`config.mk`:
```
export PLATFORM = sky130hd
export DESIGN_NAME = relu_maxpool2
export DESIGN_NICKNAME = d
export VERILOG_FILES = /design/src/rtl/relu_maxpool_pkg.sv /design/src/rtl/pool_addr_gen.sv /design/src/rtl/relu_maxpool2.sv
export SDC_FILE = /design/constraint.sdc
export NUM_CORES = 1
export LEC_CHECK = 0
export CORE_UTILIZATION = 43
export CTS_BUF_LIST = sky130_fd_sc_hd__clkbuf_2 sky130_fd_sc_hd__clkbuf_4 sky130_fd_sc_hd__clkbuf_8
export CTS_CLUSTER_SIZE = 14
export DETAILED_ROUTE_END_ITERATION = 12
export HOLD_SLACK_MARGIN = 0.02
export PLACE_DENSITY = 0.67
export SYNTH_ARGS = -nofsm -noshare
export SYNTH_HDL_FRONTEND = slang
export SYNTH_SLANG_ARGS = --single-unit
export TNS_END_PERCENT = 10
```
`constraint.sdc`:
```
create_clock -name clk -period 2.3 [get_ports clk]
set_input_delay 0.69 -clock clk [delete_from_list [all_inputs] [get_ports clk]]
set_output_delay 0.69 -clock clk [all_outputs]
set_load 0.01 [all_outputs]
```
`src/rtl/relu_maxpool_pkg.sv`:
```
// Shared types and default geometry for the ReLU + 2x2 max-pool stage.
// Latency: n/a (declarations only).
// Backpressure: n/a.
package relu_maxpool_pkg;

  typedef enum logic [2:0] {
    IDLE,
    RD,
    DRAIN,
    WR,
    DONE
  } state_t;

  // Default geometry of the layer this stage sits behind.
  localparam int DATA_WIDTH_DEF     = 8;
  localparam int CHANNELS_DEF       = 64;
  localparam int HEIGHT_DEF         = 14;
  localparam int WIDTH_DEF          = 16;
  localparam int IN_ADDR_WIDTH_DEF  = 14;
  localparam int OUT_ADDR_WIDTH_DEF = 12;

  // Derived sizes for the default geometry.
  localparam int OH        = HEIGHT_DEF / 2;
  localparam int OW        = WIDTH_DEF / 2;
  localparam int PIX_IN    = HEIGHT_DEF * WIDTH_DEF;
  localparam int PIX_OUT   = OH * OW;
  localparam int TOTAL_OUT = CHANNELS_DEF * PIX_OUT;

  // Offset of tap k from the top-left tap of a 2x2 window:
  // k=0 (0,0), k=1 (0,1), k=2 (1,0), k=3 (1,1).
  function automatic int tap_offset(input logic [1:0] k, input int width);
    return (k[1] ? width : 0) + (k[0] ? 1 : 0);
  endfunction

endpackage

```
`src/rtl/pool_addr_gen.sv`:
```
// Window/output counters producing input tap and output write addresses.
// Latency: addresses are registers, valid the cycle after clear/advance.
// Backpressure: none; advances only when the controller asks.
module pool_addr_gen
  import relu_maxpool_pkg::*;
#(
  parameter int CHANNELS       = CHANNELS_DEF,
  parameter int HEIGHT         = HEIGHT_DEF,
  parameter int WIDTH          = WIDTH_DEF,
  parameter int IN_ADDR_WIDTH  = IN_ADDR_WIDTH_DEF,
  parameter int OUT_ADDR_WIDTH = OUT_ADDR_WIDTH_DEF
) (
  input  logic                      clk,
  input  logic                      rst,
  input  logic                      clear,
  input  logic                      tap_adv,
  input  logic                      out_adv,
  output logic [1:0]                k,
  output logic [IN_ADDR_WIDTH-1:0]  in_addr,
  output logic [OUT_ADDR_WIDTH-1:0] out_addr,
  output logic                      last
);

  localparam int CW = (CHANNELS > 1) ? $clog2(CHANNELS) : 1;
  localparam int YW = (HEIGHT / 2 > 1) ? $clog2(HEIGHT / 2) : 1;
  localparam int XW = (WIDTH / 2 > 1) ? $clog2(WIDTH / 2) : 1;

  localparam logic [CW-1:0] CH_MAX = CW'(CHANNELS - 1);
  localparam logic [YW-1:0] OY_MAX = YW'(HEIGHT / 2 - 1);
  localparam logic [XW-1:0] OX_MAX = XW'(WIDTH / 2 - 1);

  // Moving one window right skips 2 columns; leaving the last window of a
  // row pair skips the second row as well. Channels are stored back to back,
  // so the channel wrap uses the same row-pair step.
  localparam logic [IN_ADDR_WIDTH-1:0] STEP_COL = IN_ADDR_WIDTH'(2);
  localparam logic [IN_ADDR_WIDTH-1:0] STEP_ROW = IN_ADDR_WIDTH'(WIDTH + 2);

  logic [CW-1:0]            ch;
  logic [YW-1:0]            oy;
  logic [XW-1:0]            ox;
  logic [IN_ADDR_WIDTH-1:0] base;
  logic [IN_ADDR_WIDTH-1:0] base_next;

  assign last = (ch == CH_MAX) && (oy == OY_MAX) && (ox == OX_MAX);

  // Top-left tap address of the next window.
  always_comb begin
    base_next = base + STEP_COL;
    if (ox == OX_MAX) base_next = base + STEP_ROW;
    if (last)         base_next = '0;
  end

  // Counter and address registers.
  always_ff @(posedge clk) begin
    if (rst || clear) begin
      k        <= 2'd0;
      ch       <= '0;
      oy       <= '0;
      ox       <= '0;
      base     <= '0;
      in_addr  <= '0;
      out_addr <= '0;
    end else if (out_adv) begin
      k        <= 2'd0;
      base     <= base_next;
      in_addr  <= base_next;
      out_addr <= last ? '0 : out_addr + OUT_ADDR_WIDTH'(1);
      if (ox == OX_MAX) begin
        ox <= '0;
        if (oy == OY_MAX) begin
          oy <= '0;
          ch <= (ch == CH_MAX) ? '0 : ch + CW'(1);
        end else begin
          oy <= oy + YW'(1);
        end
      end else begin
        ox <= ox + XW'(1);
      end
    end else if (tap_adv) begin
      k       <= k + 2'd1;
      in_addr <= base + IN_ADDR_WIDTH'(tap_offset(k + 2'd1, WIDTH));
    end
  end

endmodule

```
`src/rtl/relu_maxpool2.sv`:
```
// ReLU + 2x2/stride-2 max pool from batch-norm BRAM into pooled-feature BRAM.
// Latency: 6 cycles per output pixel (4 reads, 1 drain, 1 write); done the cycle after the last write.
// Backpressure: none; fixed-rate BRAM access, start ignored while busy.
module relu_maxpool2
  import relu_maxpool_pkg::*;
#(
  parameter int DATA_WIDTH     = DATA_WIDTH_DEF,
  parameter int CHANNELS       = CHANNELS_DEF,
  parameter int HEIGHT         = HEIGHT_DEF,
  parameter int WIDTH          = WIDTH_DEF,
  parameter int IN_ADDR_WIDTH  = IN_ADDR_WIDTH_DEF,
  parameter int OUT_ADDR_WIDTH = OUT_ADDR_WIDTH_DEF
) (
  input  logic                         clk,
  input  logic                         rst,
  input  logic                         start,
  output logic                         busy,
  output logic                         done,
  output logic                         in_en,
  output logic [IN_ADDR_WIDTH-1:0]     in_addr,
  input  logic signed [DATA_WIDTH-1:0] in_rdata,
  output logic                         out_en,
  output logic                         out_we,
  output logic [OUT_ADDR_WIDTH-1:0]    out_addr,
  output logic [DATA_WIDTH-1:0]        out_wdata
);

  if (HEIGHT % 2 != 0) begin : g_bad_height
    $error("relu_maxpool2: HEIGHT must be even");
  end
  if (WIDTH % 2 != 0) begin : g_bad_width
    $error("relu_maxpool2: WIDTH must be even");
  end
  if (IN_ADDR_WIDTH < $clog2(CHANNELS * HEIGHT * WIDTH)) begin : g_bad_in_aw
    $error("relu_maxpool2: IN_ADDR_WIDTH too small");
  end
  if (OUT_ADDR_WIDTH < $clog2(CHANNELS * HEIGHT * WIDTH / 4)) begin : g_bad_out_aw
    $error("relu_maxpool2: OUT_ADDR_WIDTH too small");
  end

  state_t                       state;
  logic signed [DATA_WIDTH-1:0] max_r;
  logic signed [DATA_WIDTH-1:0] tap_max;
  logic [1:0]                   k;
  logic                         last;
  logic                         clear;
  logic                         tap_adv;
  logic                         out_adv;

  // Counter controls: restart on an accepted start, step taps through the
  // read burst, step to the next window on the write cycle.
  always_comb begin
    clear   = ((state == IDLE) || (state == DONE)) && start;
    tap_adv = (state == RD) && (k != 2'd3);
    out_adv = (state == WR);
  end

  // Running maximum including the tap arriving this cycle.
  always_comb begin
    tap_max = (in_rdata > max_r) ? in_rdata : max_r;
  end

  pool_addr_gen #(
    .CHANNELS      (CHANNELS),
    .HEIGHT        (HEIGHT),
    .WIDTH         (WIDTH),
    .IN_ADDR_WIDTH (IN_ADDR_WIDTH),
    .OUT_ADDR_WIDTH(OUT_ADDR_WIDTH)
  ) u_addr_gen (
    .clk     (clk),
    .rst     (rst),
    .clear   (clear),
    .tap_adv (tap_adv),
    .out_adv (out_adv),
    .k       (k),
    .in_addr (in_addr),
    .out_addr(out_addr),
    .last    (last)
  );

  // Pass controller with registered strobes; read data lags in_en by one
  // cycle, so tap k is captured during RD k+1 and tap 3 during DRAIN.
  always_ff @(posedge clk) begin
    if (rst) begin
      state     <= IDLE;
      busy      <= 1'b0;
      done      <= 1'b0;
      in_en     <= 1'b0;
      out_en    <= 1'b0;
      out_we    <= 1'b0;
      out_wdata <= '0;
      max_r     <= '0;
    end else begin
      case (state)
        IDLE, DONE: begin
          if (start) begin
            state <= RD;
            busy  <= 1'b1;
            done  <= 1'b0;
            in_en <= 1'b1;
          end
        end
        RD: begin
          if (k == 2'd1)      max_r <= in_rdata;
          else if (k != 2'd0) max_r <= tap_max;
          if (k == 2'd3) begin
            state <= DRAIN;
            in_en <= 1'b0;
          end
        end
        DRAIN: begin
          max_r     <= tap_max;
          out_en    <= 1'b1;
          out_we    <= 1'b1;
          out_wdata <= tap_max[DATA_WIDTH-1] ? '0 : tap_max;
          state     <= WR;
        end
        WR: begin
          out_en <= 1'b0;
          out_we <= 1'b0;
          if (last) begin
            state <= DONE;
            busy  <= 1'b0;
            done  <= 1'b1;
          end else begin
            state <= RD;
            in_en <= 1'b1;
          end
        end
        default: state <= IDLE;
      endcase
    end
  end

endmodule

```
==> metrics.md, run 1 <==
| Metric | Value |
|---|---|
| Root Buffer | `clkbuf_8` |
| Gate power share | `11.3%` |
| Worst-margin pin slew | `0.639 ns` |
| Port bufs | `48` |
| Synth Flop Type | `dfxtp_1` |
| Fin util | `59.7%` |
| Reg2Reg Setup Slack | `0.13 ns` |
| I/O pins | `50` |
| Worst Clk Skew | `0.0134 ns` |
| Share of the synthesized area in the top cell type | `37.7%` |
| Startpoint Class | `input port` |
| R2R Path Start | `u_addr_gen.k[0]` |
| Layout Nets | `597` |
| Share of layout cells above drive strength 1 | `17.2%` |
| Min-delay worst type | `register to register` |
| Num CTS Buffers | `9` |
| Seq pwr share | `49.3%` |
| Total Power | `2.75 mW` |
| Clock power share | `39.4%` |
| Seq/Total Area, Yosys | `37.7%` |
| Initial core utilization | `45.4%` |
| Core area | `8890 um2` |
| # clock sinks | `76` |
| Switching share of power | `23.6%` |
| Die ar. | `9780 um2` |
| Residual DRC | `0` |
| Max-slew headroom | `57.2%` |
| WL per Instance | `15.4 um` |
| Synth Instances | `482` |
| Number of library cell types mapped by synthesis | `59` |
| Minimum clock period | `2.19 ns` |
| Fmax | `456 MHz` |
| Vias in the first global route | `3,617` |
| Worst-Skew Late Latency | `0.34 ns` |
| Routability congestion estimate | `0.891` |
| Maxcap violations | `0` |
| Max Fanout on Critical Path | `8` |
| Worst-path clk slew | `0.07 ns` |
| Iter 0 DRT Violations | `189` |
| Layout Cells excl Fill | `679` |
| Die Wd | `98.9 um` |
| Clock Tree Buf Depth | `2` |
| Final setup viols | `0` |
| First-pass GRT wire length | `17.1 mm` |
| Placed insts | `660` |
| Final WL | `10.4 mm` |
| Crit end category | `register` |
| Synth Area per Inst | `8.38 um2` |
| Cell taking the most area after synthesis | `dfxtp_1` |
| Type of the worst setup path | `input port to register` |
| Fin crit share | `95.4%` |
| Final Slew Violations | `0` |
| RSZ-0062 raised after global routing | `yes` |
| CTS tree | `built` |
| Post-synth EDFFs | `0` |
| Largest net degree at the start of global routing | `28` |
| Post-route ant nets | `0` |
| Initial antenna violation count | `0` |
| DP Wirelength | `7.48 mm` |
| Pleak | `1.92 nW` |
| P&R area growth vs syn | `31.4%` |
| Post-Syn Nets | `513` |
| FFs w/ async S/R, synth | `0%` |
| Gr ovfl total | `0` |
| Hold Vio Cnt, Final | `0` |
| Flop and latch count out of synthesis | `76` |
| Arr. time, crit path | `2.46 ns` |
| Drt first pass iters | `5` |
| Synth warn | `0` |
| Cell Area, Synth | `4040 um2` |
| P_int | `2.10 mW` |
| N_diodes | `0` |
| Gr usage total | `21.7%` |
| Switching pwr | `0.648 mW` |
| Status | `complete, no violations` |
| Die height | `98.9 um` |
| CP Launch Point | `in_rdata[1]` |
| Cells taking the most area after synthesis | `dfxtp_1 38%, ha_1 6.2%, a21oi_1 5.0%` |
| Via density | `5.65` |
| Core Rows | `34` |
| Peak supply drop | `276 uV` |
| # H-tree levels | `3` |
| RR Endpoint | `u_addr_gen.in_addr[9]` |
| Critical path required time | `2.56 ns` |
| Critical path endpoint | `max_r[1]` |
| Routed vias | `3,839` |
| Pwr Density | `518 nW/um2` |
| R2R depth | `8` |
-- routing by layer --
| layer | share of wire, % | track usage [%] |
|---|---|---|
| met4 | 0.79 | 4.48 |
| met2 | 47 | 35.8 |
| met3 | 5.2 | 3.90 |
| met5 | 0 | 0 |
| met1 | 47 | 29.6 |
-- through the flow --
step	area (um2)	hold slack [ns]	TNS [ns]	worst slack, ns
floorplan	4040	0.440	-0.355	-0.0444
global placement	4920	0.443	-4.81	-0.348
detailed placement	4920	0.451	-6.45	-0.469
CTS	5210	0.462	-0.00989	-0.00989
global route	5310	0.487	-0.0156	-0.0120
finish	5310	0.454	0	0.106
-- power by group through the flow --
| stage | combinational [mW] | sequential (mW) | clock [mW] |
|---|---|---|---|
| global placement | 0.280 | 1.39 | 0 |
| global route | 0.342 | 1.36 | 1.17 |
| CTS | 0.299 | 1.36 | 1.10 |
| detailed placement | 0.286 | 1.39 | 0 |
| floorplan | 0.148 | 1.39 | 0 |
| finish | 0.312 | 1.36 | 1.08 |
-- registers in the layout (all words and copies together), names as in the netlist --
name / cells
u_addr_gen.oy: 3
out_wdata: 7
busy: 1
u_addr_gen.out_addr: 12
state: 3
out_we: 1
max_r: 8
u_addr_gen.in_addr: 14
u_addr_gen.ch: 6
done: 1
u_addr_gen.base: 14
u_addr_gen.ox: 3
in_en: 1
u_addr_gen.k: 2
-- cell type report --
type / count / area (um2)
inverter: 16 / 60.1
timing repair buffer: 101 / 908
tap: 108 / 135
multi-input combinational: 362 / 2470
sequential: 76 / 1520
clock buffer: 15 / 181
clock inverter: 1 / 30.0
fill: 822 / 3580
-- synthesized netlist by cell type, types with 2 or more instances --
library cell and number:
a211oi_1 6, a21oi_1 40, a22oi_1 2, a311oi_1 6, a31oi_1 12, a41oi_1 3
and2_1 2, and3_1 3, and4_1 4, buf_1 3, buf_2 8, buf_4 3
clkbuf_1 13, dfxtp_1 76, ha_1 20, inv_1 16, mux2i_1 9, nand2_1 40
nand2b_1 21, nand3_1 10, nand4_1 20, nor2_1 48, nor2b_1 6, nor3_1 13
nor3b_1 2, nor4b_1 2, o2111ai_1 4, o211ai_1 11, o21ai_0 24, o221a_2 4
o22ai_1 3, o31a_1 2, o31ai_1 2, or3_1 2, xnor2_1 2, xor2_1 17
-- worst max-delay path, cell delays in order --
cell and delay (ns):
dlygate4sd2_1 0.27, ha_4 0.28, nor2b_2 0.13, o211ai_1 0.11, a211o_1 0.32, a311oi_4 0.30, buf_12 0.17, mux2i_1 0.19
-- repair_timing --
item,4_1_cts,5_1_grt
hold buffers,0,0
pin swaps,9,8
resized for setup,12,16
cloned,0,0
endpoints found under the hold margin,0,0
setup buffers,2,1
endpoints found under the setup margin,11,37
-- cells by family after synthesis --
logic type / count (synthesis) / synth area share, %
buf+inv: 44 / 4.80
flops: 76 / 37.7
other cells: 1 / 0.0928
xor+xnor: 19 / 4.12
mux: 9 / 2.23
fa+ha+maj: 20 / 6.20
compound gates: 129 / 21.3
simple gates: 184 / 23.5
-- worst min path at each step --
stage	start	to	depth (start not counted)
global route	u_addr_gen.in_addr[6]	u_addr_gen.in_addr[6]	2
CTS	u_addr_gen.in_addr[6]	u_addr_gen.in_addr[6]	2
finish	u_addr_gen.in_addr[6]	u_addr_gen.in_addr[6]	2
detailed placement	u_addr_gen.in_addr[6]	u_addr_gen.in_addr[6]	2
floorplan	u_addr_gen.ox[1]	u_addr_gen.ox[1]	2
global placement	u_addr_gen.in_addr[6]	u_addr_gen.in_addr[6]	2
-- placed cells by master, fill, tap and decap left out, types with 9 or more instances in the layout --
cell             netlist  routed
o211ai_1              11      11
buf_4                  3      49
nand4_1               20      20
nand2b_1              21      21
a31oi_1               12      11
nor2_1                48      47
mux2i_1                9       9
clkdlybuf4s50_1        0      40
ha_1                  20      12
clkbuf_8               0      11
xor2_1                17      17
nand2_1               40      40
nor3_1                13      13
nand3_1               10      10
dfxtp_1               76      75
o21ai_0               24      24
a21oi_1               40      40
inv_1                 16      16
No activity file was read; power rests on OpenSTA's default activity.
==> run 2, diff against run 1 <==
--- a/config.mk
+++ b/config.mk
@@ -5,12 +5,12 @@
 export SDC_FILE = /design/constraint.sdc
 export NUM_CORES = 1
 export LEC_CHECK = 0
-export CORE_UTILIZATION = 43
+export CORE_UTILIZATION = 51
 export CTS_BUF_LIST = sky130_fd_sc_hd__clkbuf_2 sky130_fd_sc_hd__clkbuf_4 sky130_fd_sc_hd__clkbuf_8
 export CTS_CLUSTER_SIZE = 14
 export DETAILED_ROUTE_END_ITERATION = 12
 export HOLD_SLACK_MARGIN = 0.02
-export PLACE_DENSITY = 0.67
+export PLACE_DENSITY_LB_ADDON = 0.1
 export SYNTH_ARGS = -nofsm -noshare
 export SYNTH_HDL_FRONTEND = slang
 export SYNTH_SLANG_ARGS = --single-unit
==> metrics.md, run 2 (synthesis gave the netlist of run 1 again) <==
| Metric | Value |
|---|---|
| Status | `complete, no violations` |
| Routability congestion estimate | `0.948` |
| Critical path required time | `2.55 ns` |
| Gr ovfl total | `0` |
| Vias in the first global route | `3,724` |
| CP Buf/Inv Count | `1` |
| CTS tree | `built` |
| Num CTS Buffers | `9` |
| Peak supply drop | `400 uV` |
| Layout Nets | `594` |
| Fin crit share | `98.2%` |
| Worst-path clk slew | `0.08 ns` |
| Crit end category | `register` |
| Die height | `91.0 um` |
| Most frequent cells in the layout | `76 x dfxtp_1, 48 x buf_4, 47 x nor2_1` |
| Placed insts | `654` |
| Worst-margin pin slew | `0.664 ns` |
| Core Rows | `32` |
| RSZ-0062 raised after global routing | `yes` |
| WP depth | `8` |
| Maxcap violations | `0` |
| N_diodes | `0` |
| Fmax | `443 MHz` |
| Reg2Reg Setup Slack | `0.04 ns` |
| Kind of cell adding the most delay to the critical path | `adder cells` |
| Initial antenna violation count | `0` |
| Layout Cells excl Fill | `670` |
| Final setup viols | `0` |
| R2R depth | `8` |
| Min-delay worst type | `register to register` |
| Pwr Density | `552 nW/um2` |
| Initial core utilization | `52.5%` |
| Die ar. | `8280 um2` |
| Iter 0 DRT Violations | `163` |
| Largest regs | `u_addr_gen.base: 14 flops, u_addr_gen.in_addr: 14 flops, u_addr_gen.out_addr: 12 flops` |
| Final Slew Violations | `0` |
| Arr. time, crit path | `2.51 ns` |
| Routed vias | `4,003` |
| Final WL | `10.7 mm` |
| Worst path cell trace | `inv_1 -> ha_1 -> ha_1 -> a41oi_1 -> nand2_1 -> and4_1 -> o211ai_1 -> a21oi_1` |
| DP Wirelength | `7.48 mm` |
| Gr usage total | `26.1%` |
| # H-tree levels | `3` |
| Drt first pass iters | `4` |
| Hold path depth | `2` |
| Max-slew headroom | `55.6%` |
| Hold_buf cts | `0` |
| Max Fanout on Critical Path | `4` |
| CP dominant cell by count | `ha_1` |
| Pleak | `1.90 nW` |
| Type of the worst setup path | `register to register` |
| Largest net degree at the start of global routing | `31` |
| First-pass GRT wire length | `17.4 mm` |
| Minimum clock period | `2.26 ns` |
| Port bufs | `48` |
| P&R area growth vs syn | `30.7%` |
| Worst Clk Skew | `0.00801 ns` |
| Core area | `7690 um2` |
| Slowest-stage cell, CP | `a41oi_1` |
| Via density | `5.97` |
| CP max stage delay | `0.41 ns` |
| Post-route ant nets | `0` |
| Worst-Skew Late Latency | `0.36 ns` |
| Startpoint Class | `register` |
| Root Buffer | `clkbuf_8` |
| Share of layout cells above drive strength 1 | `16.4%` |
| I/O pins | `50` |
| Die Wd | `91.0 um` |
| Clock Tree Buf Depth | `2` |
| Residual DRC | `0` |
| Commonest non-fill, non-tap cell in the layout | `dfxtp_1` |
| Hold Vio Cnt, Final | `0` |
| Total Power | `2.91 mW` |
| WL per Instance | `15.9 um` |
| # clock sinks | `76` |
-- run 2: cell count changes in the layout (fill, tap and decap cells not counted), moves of 2 or more --
cell            change
clkbuf_8            -2
dlygate4sd2_1       +2
clkbuf_4            -4
dlymetal6s2s_1      -2
bufinv_16           +2
clkinv_4            +4
-- run 2: path summary, 6_finish.rpt --
check / from / end
min: u_addr_gen.in_addr[6] / u_addr_gen.in_addr[6]
max: u_addr_gen.k[0] / u_addr_gen.in_addr[6]
max reg2reg: u_addr_gen.k[0] / u_addr_gen.in_addr[6]
min reg2reg: u_addr_gen.in_addr[6] / u_addr_gen.in_addr[6]
-- run 2: worst register-to-register path: stages (launching register included) --
cell and delay (ns):
dfxtp_1 0.34, inv_1 0.07, ha_1 0.33, ha_1 0.35
a41oi_1 0.41, nand2_1 0.18, and4_1 0.22, o211ai_1 0.16
a21oi_1 0.08
-- run 2: power breakdown --
group	switching [mW]	internal, mW
Clock	0.530	0.728
Combinational	0.157	0.144
Sequential	0.0189	1.34
-- run 2: what timing repair did --
action	4_1_cts	5_1_grt
setup endpoints to repair	9	19
buffers inserted	0	0
pin swaps	10	1
resized for setup	18	6
-- run 2: per-layer routing --
metal / vias up / global-route usage, % / wire length (um)
li1: 1925 / - / -
met1: 1910 / 34.7 / 4880
met2: 144 / 41.4 / 4930
met3: 24 / 3.77 / 581
met4: 0 / 13.2 / 267
met5: - / 0 / 0
-- run 2: cell type report --
cell class | count | area (um2)
fill | 632 | 2410
timing repair buffer | 98 | 862
inverter | 16 | 60.1
multi-input combinational | 362 | 2460
sequential | 76 | 1520
tap | 102 | 128
clock buffer | 9 | 124
clock inverter | 7 | 125
-- run 2: stage by stage --
step	setup WS, ns	area [um2]	hold WS (ns)	TNS [ns]	utilization, %
after floorplan	-0.0444	4040	0.440	-0.355	-
after global placement	-0.346	4900	0.440	-5.36	63.8
after detailed placement	-0.466	4900	0.444	-6.03	63.8
after CTS	0.0174	5240	0.456	0	68.1
after global routing	-0.0428	5280	0.485	-0.140	68.7
final	0.0407	5280	0.452	0	68.7
==> run 3, diff against run 2 <==
--- a/config.mk
+++ b/config.mk
@@ -9,6 +9,7 @@
 export CTS_BUF_LIST = sky130_fd_sc_hd__clkbuf_2 sky130_fd_sc_hd__clkbuf_4 sky130_fd_sc_hd__clkbuf_8
 export CTS_CLUSTER_SIZE = 14
 export DETAILED_ROUTE_END_ITERATION = 12
+export GPL_ROUTABILITY_DRIVEN = 0
 export HOLD_SLACK_MARGIN = 0.02
 export PLACE_DENSITY_LB_ADDON = 0.1
 export SYNTH_ARGS = -nofsm -noshare
==> results of run 3 <==
The final DEF is identical to that of run 2; final timing and power are the same.
